`config.mk`:
```
export PLATFORM = sky130hd
export DESIGN_NAME = expedidor_duzias
export DESIGN_NICKNAME = d
export VERILOG_FILES = /design/src/rtl/expedidor_duzias.sv
export SDC_FILE = /design/constraint.sdc
export NUM_CORES = 1
export LEC_CHECK = 0
export BUFFER_PORTS_ARGS = -buffer_cell sky130_fd_sc_hd__clkbuf_2
export CAP_MARGIN = 20
export CORE_AREA = 3 3 40 42
export CTS_CLUSTER_DIAMETER = 40
export DETAILED_ROUTE_END_ITERATION = 6
export DIE_AREA = 0 0 43 45
export PLACE_DENSITY = 0.66
export SETUP_SLACK_MARGIN = 0.02
export SLEW_MARGIN = 10
export SYNTH_ARGS = -nofsm -noshare
export SYNTH_HDL_FRONTEND = slang
export SYNTH_SLANG_ARGS = --single-unit
```
`constraint.sdc`:
```
create_clock -name CLOCK -period 2.38 [get_ports CLOCK]
set_input_delay 0.238 -clock CLOCK [delete_from_list [all_inputs] [get_ports CLOCK]]
set_output_delay 0.238 -clock CLOCK [all_outputs]
set_load 0.05 [all_outputs]
```
`src/rtl/expedidor_duzias.sv`:
```
// Dozen stock holder: loads a saturated count and ships one dozen per REQ/ACK handshake.
// Optional sticky ERRO output is enabled by defining EXPEDIDOR_ERRO_EN.
module expedidor_duzias #(
  parameter int WIDTH       = 4,
  parameter int MAX_DUZIAS  = 10,
  parameter int SHIP_CYCLES = 4
) (
  input  logic             CLOCK,
  input  logic             RESET,
  input  logic             LOAD,
  input  logic [WIDTH-1:0] STOCK_IN,
  input  logic             REQ,
  output logic [WIDTH-1:0] COUNT,
  output logic             BUSY,
  output logic             ACK,
  output logic             EMPTY
`ifdef EXPEDIDOR_ERRO_EN
  ,
  output logic             ERRO
`endif
);

  localparam int TW = (SHIP_CYCLES > 1) ? $clog2(SHIP_CYCLES) : 1;
  localparam logic [WIDTH-1:0] MAX_W   = WIDTH'(MAX_DUZIAS);
  localparam logic [TW-1:0]    TIMER_W = TW'(SHIP_CYCLES - 1);

  typedef enum logic {
    IDLE,
    SHIP
  } state_e;

  state_e           state_q, state_d;
  logic [WIDTH-1:0] count_q, count_d;
  logic [TW-1:0]    timer_q, timer_d;
  logic             busy_q, busy_d;
  logic             ack_q, ack_d;
  logic             over_max;

  assign over_max = (STOCK_IN > MAX_W);

  // NOTE: every next-state signal gets a default first, so no path through
  // the case leaves one unassigned and no latch is inferred.
  always_comb begin
    state_d = state_q;
    count_d = count_q;
    timer_d = timer_q;
    busy_d  = busy_q;
    ack_d   = 1'b0;
    case (state_q)
      IDLE: begin
        if (LOAD) begin
          count_d = over_max ? MAX_W : STOCK_IN;
        end else if (REQ && (count_q != '0)) begin
          state_d = SHIP;
          timer_d = TIMER_W;
          busy_d  = 1'b1;
        end
      end
      SHIP: begin
        // LOAD and REQ are deliberately not looked at while the conveyor is held.
        if (timer_q != '0) begin
          timer_d = timer_q - TW'(1);
        end else begin
          count_d = count_q - WIDTH'(1);
          ack_d   = 1'b1;
          busy_d  = 1'b0;
          state_d = IDLE;
        end
      end
      default: state_d = IDLE;
    endcase
  end

  // NOTE: state registers use non-blocking assignments so all of them update
  // from the same pre-edge values.
  always_ff @(posedge CLOCK) begin
    if (RESET) begin
      state_q <= IDLE;
      count_q <= '0;
      timer_q <= '0;
      busy_q  <= 1'b0;
      ack_q   <= 1'b0;
    end else begin
      state_q <= state_d;
      count_q <= count_d;
      timer_q <= timer_d;
      busy_q  <= busy_d;
      ack_q   <= ack_d;
    end
  end

  assign COUNT = count_q;
  assign BUSY  = busy_q;
  assign ACK   = ack_q;
  assign EMPTY = (count_q == '0);

`ifdef EXPEDIDOR_ERRO_EN
  logic erro_q, erro_d;

  // Out-of-range loads flag an error even when the load itself is not taken.
  assign erro_d = erro_q
                | ((state_q == IDLE) && REQ && !LOAD && (count_q == '0))
                | (LOAD && over_max);

  always_ff @(posedge CLOCK) begin
    if (RESET) erro_q <= 1'b0;
    else       erro_q <= erro_d;
  end

  assign ERRO = erro_q;
`endif

endmodule

```
# Yosys cells after proc, flatten, opt, wreduce, memory -nomap -nowiden
# Cells that the tools add are included.
# W data, S select, Z words.
# totals
regBits	9
latch_bits	0
ram_bits	0
mem_bits_ro	0
in_bits	8
wordCells	39
mem_count	0
# op_classes
n_addsub	2
n_mul	0
n_div	0
n_lt_le_gt_ge	1
n_eq_ne	5
shifts	0
n_mux	17
bitwise	1
n_reduce_logical	8
# op_table
op	n
$mux W4	3
$ne A2 B2 Y1 const B	4
$pmux W4 S2	1
$mux W1	7
$mux W2	3
$reduce_and A3 Y1	2
$gt A4 B4 Y1 const B	1
$logic_not A4 Y1	1
$pmux W1 S2	2
$pmux W2 S2	1
$reduce_bool A4 Y1	1
$sub A4 B1 Y4 const B	1
$ne A2 B1 Y1 const B	1
$reduce_and A2 Y1	1
$reduce_bool A2 Y1	1
$reduce_or A2 Y1	1
$sub A2 B1 Y2 const B	1
$logic_and A1 B1 Y1	1
$not A1 Y1	1

# Logic depth before layout (Yosys ltp)
# Gate-level depths: netlist of run 1.
# logic_depth
depth_word	5
ltp_mapped	5
depth_no_buf	5

# Worst setup path before layout of run 1
# No wires, ideal clock.
# synth_timing
kind	flip-flop to flip-flop
startpoint	register count_q[0], in the netlist COUNT[0]
endpoint	register timer_q[0]
arrival_time_ns	2.392
required_time_ns	2.258
slack_ns	-0.134
stages_incl_launch_ff	6
path_buffers	0
synth_period_minus_slack_ns	2.514
cell_sequence	dfxtp_1 > inv_1 > ha_1 > nor3b_1 > or4b_4 > a31oi_1
# synth_via
elab_chain_cells	4
# synth_lines
element	line	source
start: declaration	33	logic [WIDTH-1:0] count_q, count_d;
start signal: assignment	85	count_q <= count_d;
$reduce_bool A4 Y1	53	end else if (REQ && (count_q != '0)) begin
$logic_and A1 B1 Y1	53	
$ne A2 B2 Y1 (no line)	n/a	
$reduce_and A3 Y1 (no line)	n/a	
end signal: assignment	86	timer_q <= timer_d;
end: declaration	34	logic [TW-1:0] timer_q, timer_d;
# No other way between the ends.
# A chain may end at the register's enable or synchronous reset.

# Worst setup path after layout of run 1
# layout_timing
startpoint	register count_q[0], in the netlist COUNT[0]
endpoint	register timer_q[1]
# The elaborated chain is that of the path after synthesis.

==> impl_metrics.tcl, run 1 <==
set metrics [dict create \
    run_status "complete, no violations" \
    timing.max_cap.violations 0 \
    synth_area_um2 464 \
    cts_resized 0 \
    synth_seq_cells 9 \
    min_period_ns 1.61 \
    synthToLayoutAreaGrowth_pct 24.3 \
    hold_buffers 0 \
    hold_path_depth 3 \
    number_of_global_route_vias_before_repair 372 \
    worst_slew_pin_slew_ns 0.560 \
    die_x_um 43 \
    max_clock_freq_ghz 0.619 \
    route.vias.total 431 \
    final_net_count 81 \
    final_design_area_no_fill_um2 577 \
    via_per_inst 5.07 \
    worst_hold_startpoint "STOCK_IN[0]" \
    final.period_utilization 0.678 \
    placed_cell_area_um2 551 \
    synth_cell_types 26 \
    timing.critical_path.fanout_max 4 \
    cts.reportedPaths.clkPinSlew_ns 0.07 \
    setup_viol 0 \
    port_buffers 14 \
    ctsRootBufferMaster "sky130_fd_sc_hd__clkbuf_4" \
    hold-worst-slack_ns 0.275 \
    min_path_type "in2reg" \
    drc 0 \
    floorplan.rows 13 \
    core_um2 1280 \
    timing.critical_path.required_ns 2.55 \
    post-cts-setup-buffer-count 0 \
    ff2ff_path_depth 5 \
    grt_max_degree 15 \
    die-height_um 45 \
    grt_first_pass_wirelength_um 1590 \
    routed_wl_um 974 \
    timing.max_slew.rel_slack 0.616 \
    die_area_um2 1940 \
    pin_count 15 \
    first_iter_violations 11 \
    cts_num_sinks 9 \
    tritoncts "yes" \
    layout-drive-gt1-share 0.286 \
    global_route.overflow_total 0 \
    r2r-start "COUNT[0]" \
    insertedDiodeCount 0 \
    gpl.final_weighted_congestion 0.702 \
    worstReg2RegEnd "timer_q[1]" \
    critical_path_class "reg2reg" \
    p_leak_nw 0.248 \
    nature_of_the_critical_path_endpoint "flop" \
    timing.critical_path.arrival_ns 1.79 \
    first_drt_pass_iteration_count 4 \
    number_of_slew_limit_violations_in_the_final_report 0 \
    tns_ns 0 \
    cts_max_level 1 \
    cts_inserted_buffers 3 \
    drtAntennaViolNets 0 \
    unrepaired_setup_endpoints_after_global_routing "no" \
    synth_seq_area_share 0.388 \
    ctsLongestPathBuffers 2 \
    grtUsageTotal 0.106 \
    hold_end "COUNT[0]" \
    syn-num-nets 64 \
    dpl.hpwl_um 745 \
    report.final.hold_viol_count 0 \
    worst_skew_pair.late_latency_ns 0.25 \
    finClkSkew_ns 0.000441 \
    postSynthAreaPerCell_um2 8.60 \
    power.density_nw_per_um2 708 \
    peakVddDrop_v 0.000250 \
    synth_cells 54 \
    setup.reg_to_reg.worst_slack_ns 0.77 \
    antenna_found_initial 0 \
    leading_cell_type_in_the_layout_fill_and_taps_excluded "sky130_fd_sc_hd__clkbuf_2" \
    wl_per_cell_um 11.5 \
    cp-start-kind "flop" \
    initial_core_util 0.361 \
    final_cell_mix "sky130_fd_sc_hd__clkbuf_2, sky130_fd_sc_hd__dfxtp_1, sky130_fd_sc_hd__inv_1" \
    yosysWarnings 0 \
]
==> Yosys cell counts <==
master	n	area [µm²]
sky130_fd_sc_hd__dfxtp_1	9	180
sky130_fd_sc_hd__inv_1	6	22.5
sky130_fd_sc_hd__a21oi_1	5	25.0
sky130_fd_sc_hd__nand2_1	4	15.0
sky130_fd_sc_hd__nor2_1	3	11.3
sky130_fd_sc_hd__a21o_1	2	15.0
sky130_fd_sc_hd__a31oi_1	2	12.5
sky130_fd_sc_hd__clkbuf_1	2	7.51
sky130_fd_sc_hd__ha_1	2	25.0
sky130_fd_sc_hd__nand2b_1	2	12.5
sky130_fd_sc_hd__o21ai_0	2	10.0
sky130_fd_sc_hd__a211o_1	1	8.76
sky130_fd_sc_hd__a211oi_1	1	7.51
sky130_fd_sc_hd__a221oi_2	1	15.0
sky130_fd_sc_hd__and2b_1	1	7.51
sky130_fd_sc_hd__mux2i_1	1	10.0
sky130_fd_sc_hd__nand3_1	1	5.00
sky130_fd_sc_hd__nand3b_1	1	7.51
sky130_fd_sc_hd__nand4b_1	1	8.76
sky130_fd_sc_hd__nor2b_1	1	6.26
sky130_fd_sc_hd__nor3b_1	1	7.51
sky130_fd_sc_hd__o22ai_1	1	6.26
sky130_fd_sc_hd__o2bb2ai_1	1	8.76
sky130_fd_sc_hd__or3_1	1	6.26
sky130_fd_sc_hd__or3b_1	1	8.76
sky130_fd_sc_hd__or4b_4	1	13.8
==> worst max-delay path, stage by stage (launching register included) <==
cell and delay [ns]:
sky130_fd_sc_hd__dfxtp_1 0.36, sky130_fd_sc_hd__inv_1 0.07, sky130_fd_sc_hd__ha_1 0.21, sky130_fd_sc_hd__nor3b_2 0.16, sky130_fd_sc_hd__or4b_4 0.51, sky130_fd_sc_hd__a221oi_2 0.22
==> routing by layer <==
metal / global-route usage / wire (µm)
met3: 0.0120 / 44
met2: 0.171 / 459
met1: 0.148 / 470
met4: 0.0361 / 0
met5: 0 / 0
==> logic make-up (layout without fill, tap and decap cells) <==
logic type | after synthesis | after routing | share of synthesized area
muxes | 1 | 1 | 0.0216
AOI/OAI and AO/OA | 16 | 16 | 0.234
buffers and inverters | 8 | 24 | 0.0647
adders and majority gates | 2 | 2 | 0.0539
DFF | 9 | 9 | 0.388
and+or+nand+nor | 18 | 18 | 0.237
==> registers in the layout (all words and copies together), names as in the netlist <==
name	count
timer_q	2
state_q	1
ACK	1
COUNT	4
BUSY	1
==> area by class of cell <==
cell class / count / area [µm²]
Clock buffer: 4 / 26.3
Timing Repair Buffer: 14 / 70.1
Multi-Input combinational cell: 37 / 259
Sequential cell: 9 / 180
Fill cell: 127 / 708
Tap cell: 15 / 18.8
Inverter: 6 / 22.5
==> worst max-delay path by stage <==
stage / startpoint / to / slack, ns / depth (start not counted)
after CTS: COUNT[0] / timer_q[1] / 0.76 / 5
after global placement: COUNT[0] / timer_q[1] / 0.82 / 5
after global routing: COUNT[0] / timer_q[1] / 0.65 / 5
final: COUNT[0] / timer_q[1] / 0.77 / 5
after detailed placement: COUNT[0] / timer_q[1] / 0.77 / 5
after floorplan: COUNT[0] / timer_q[1] / 0.31 / 5
==> where the power goes <==
part           internal, mW  switching [mW]
clock network        0.0646          0.0561
logic                0.0390          0.0747
registers             0.162          0.0113
==> per-stage QoR <==
stage	power, mW	setup WS [ns]	cells	util
final	0.408	0.766	85	0.449
after global routing	0.424	0.649	85	0.449
after CTS	0.412	0.758	85	0.449
after detailed placement	0.291	0.774	81	0.428
after global placement	0.291	0.817	81	0.428
after floorplan	0.263	0.306	54	-
Power figures use the tool's default switching activity.
==> run 2: changes to the inputs <==
Clock period 2.38 ns to 1.5 ns, I/O delays scaled along.
==> run 2 against run 1 <==
Setup slack lost 0.75 ns. Hold slack lost 0.099 ns. Cell area grew 15%. Global-route usage grew 2.7 points. Final cell count grew 7.1%. Sequential power grew 59%. Power grew 65%. Sequential cell count is the same. Sequential share of layout area shrank 2.4 points. Critical endpoint unchanged. Largest power group unchanged.
==> impl_metrics.tcl, run 2 (same netlist as run 1, synthesis figures left out) <==
set metrics [dict create \
    run_status "complete, no violations" \
    pin_count 15 \
    layout-drive-gt1-share 0.461 \
    worst_skew_pair.late_latency_ns 0.25 \
    largest_register_ffs 4 \
    global_route.overflow_total 0 \
    unrepaired_setup_endpoints_after_global_routing "yes" \
    detailroute.wirelength.met2_um 491 \
    cts_max_level 1 \
    critical_path_class "reg2reg" \
    synthToLayoutAreaGrowth_pct 42.3 \
    timing.critical_path.required_ns 1.67 \
    timing.final.ws_setup_ns 0.0109 \
    grt_max_degree 11 \
    routed_wl_um 1030 \
    grtUsageTotal 0.133 \
    port_buffers 14 \
    max_clock_freq_ghz 0.672 \
    worst_path_largest_cell_delay_ns 0.51 \
    min_path_type "in2reg" \
    initial_core_util 0.361 \
    cp-start-kind "flop" \
    wl_met3_um 49 \
    final.period_utilization 0.993 \
    critical_path.cell_chain "inv_4, ha_4, nor3b_4, or4b_4, a221oi_2" \
    pre_cts_ws_ns -0.0206 \
    leading_cell_type_in_the_layout_fill_and_taps_excluded "sky130_fd_sc_hd__clkbuf_2" \
    grt_first_pass_wirelength_um 1860 \
    first_iter_violations 7 \
    report.final.hold_viol_count 0 \
    p_leak_nw 0.285 \
    cts_num_sinks 9 \
    setup_viol 0 \
    uppermost_layer_routed "met4" \
    post-cts-setup-buffer-count 0 \
    cts_inserted_buffers 3 \
    drtAntennaViolNets 0 \
    fraction_of_the_core_area_covered_by_cells_at_the_end_of_the_flow 0.514 \
    final_net_count 87 \
    via_per_inst 5.00 \
    ctsRootBufferMaster "sky130_fd_sc_hd__clkbuf_4" \
    dpl.hpwl_um 861 \
    die_x_um 43 \
    die_area_um2 1940 \
    number_of_global_route_vias_before_repair 443 \
    nature_of_the_critical_path_endpoint "flop" \
    cts.reportedPaths.clkPinSlew_ns 0.05 \
    min_period_ns 1.49 \
    insertedDiodeCount 0 \
    filler_cells 128 \
    number_of_slew_limit_violations_in_the_final_report 0 \
    route.vias.total 455 \
    die-height_um 45 \
    timing.max_slew.rel_slack 0.799 \
    hold_buffers 0 \
    hold-worst-slack_ns 0.177 \
    core_um2 1280 \
    final_cell_mix "sky130_fd_sc_hd__clkbuf_2, sky130_fd_sc_hd__buf_4, sky130_fd_sc_hd__dfxtp_1" \
    timing.critical_path.arrival_ns 1.66 \
    wl_per_cell_um 11.3 \
    first_drt_pass_iteration_count 4 \
    antenna_found_initial 0 \
    finClkSkew_ns 0.00510 \
    floorplan.rows 13 \
    peakVddDrop_v 0.000436 \
    timing.max_cap.violations 0 \
    power.density_nw_per_um2 1020 \
    drc 0 \
    gpl.final_weighted_congestion 0.709 \
    crit_path_top_delay_cell "sky130_fd_sc_hd__or4b_4" \
    tritoncts "yes" \
    wl_met1_um 477 \
    worst_slew_pin_slew_ns 0.301 \
    ctsLongestPathBuffers 2 \
    timing.critical_path.fanout_max 4 \
]
[run 2: metal layers]
metal / track usage / vias up
met3: 0.0478 / 2
met2: 0.213 / 11
li1: - / 238
met1: 0.155 / 204
met4: 0.0723 / 0
met5: 0 / -
[run 2: area by class of cell]
type / count / area [µm²] / share of cell area
inverter: 6 / 25.0 / 0.0379
sequential: 9 / 190 / 0.288
timing repair buffer: 20 / 115 / 0.174
tap: 15 / 18.8 / 0.0284
multi-input combinational: 37 / 285 / 0.432
clock buffer: 4 / 26.3 / 0.0398
[run 2: path summary, 6_finish.rpt]
check	depth (start not counted)	start	slack [ns]	end
setup / recovery	5	COUNT[0]	0.01	timer_q[1]
setup reg to reg	5	COUNT[0]	0.01	timer_q[1]
hold reg to reg	2	BUSY	0.46	BUSY
hold / removal	3	STOCK_IN[0]	0.18	COUNT[0]
[run 2: through the flow]
stage	total power [mW]	std cells	cell area, µm²	setup TNS (ns)
2_1_floorplan	0.433	54	504	-0.549
3_3_place_gp	0.498	87	631	0
3_5_place_dp	0.499	87	631	-0.0206
4_1_cts	0.687	91	657	-0.00303
5_1_grt	0.719	91	661	-0.0461
6_report	0.673	91	661	0
[run 2: power breakdown]
group | total (mW) | switching, mW | internal, mW
Combinational | 0.218 | 0.130 | 0.0884
Clock | 0.179 | 0.0773 | 0.102
Sequential | 0.276 | 0.0168 | 0.259
Total | 0.673 | 0.224 | 0.449
[run 2: timing repair]
action	CTS	global route
pin swaps	1	0
endpoints found under the setup margin	1	3
resized for setup	0	1
[run 2: critical path: cells and delay by family, from the launching register on]
kind                     cells  cell delay (ns)
AND/OR/NAND/NOR              2             0.65
adder cells (fa/ha/maj)      1             0.14
flip-flops                   1             0.35
buffers and inverters        1             0.04
AO/OA/AOI/OAI                1             0.22
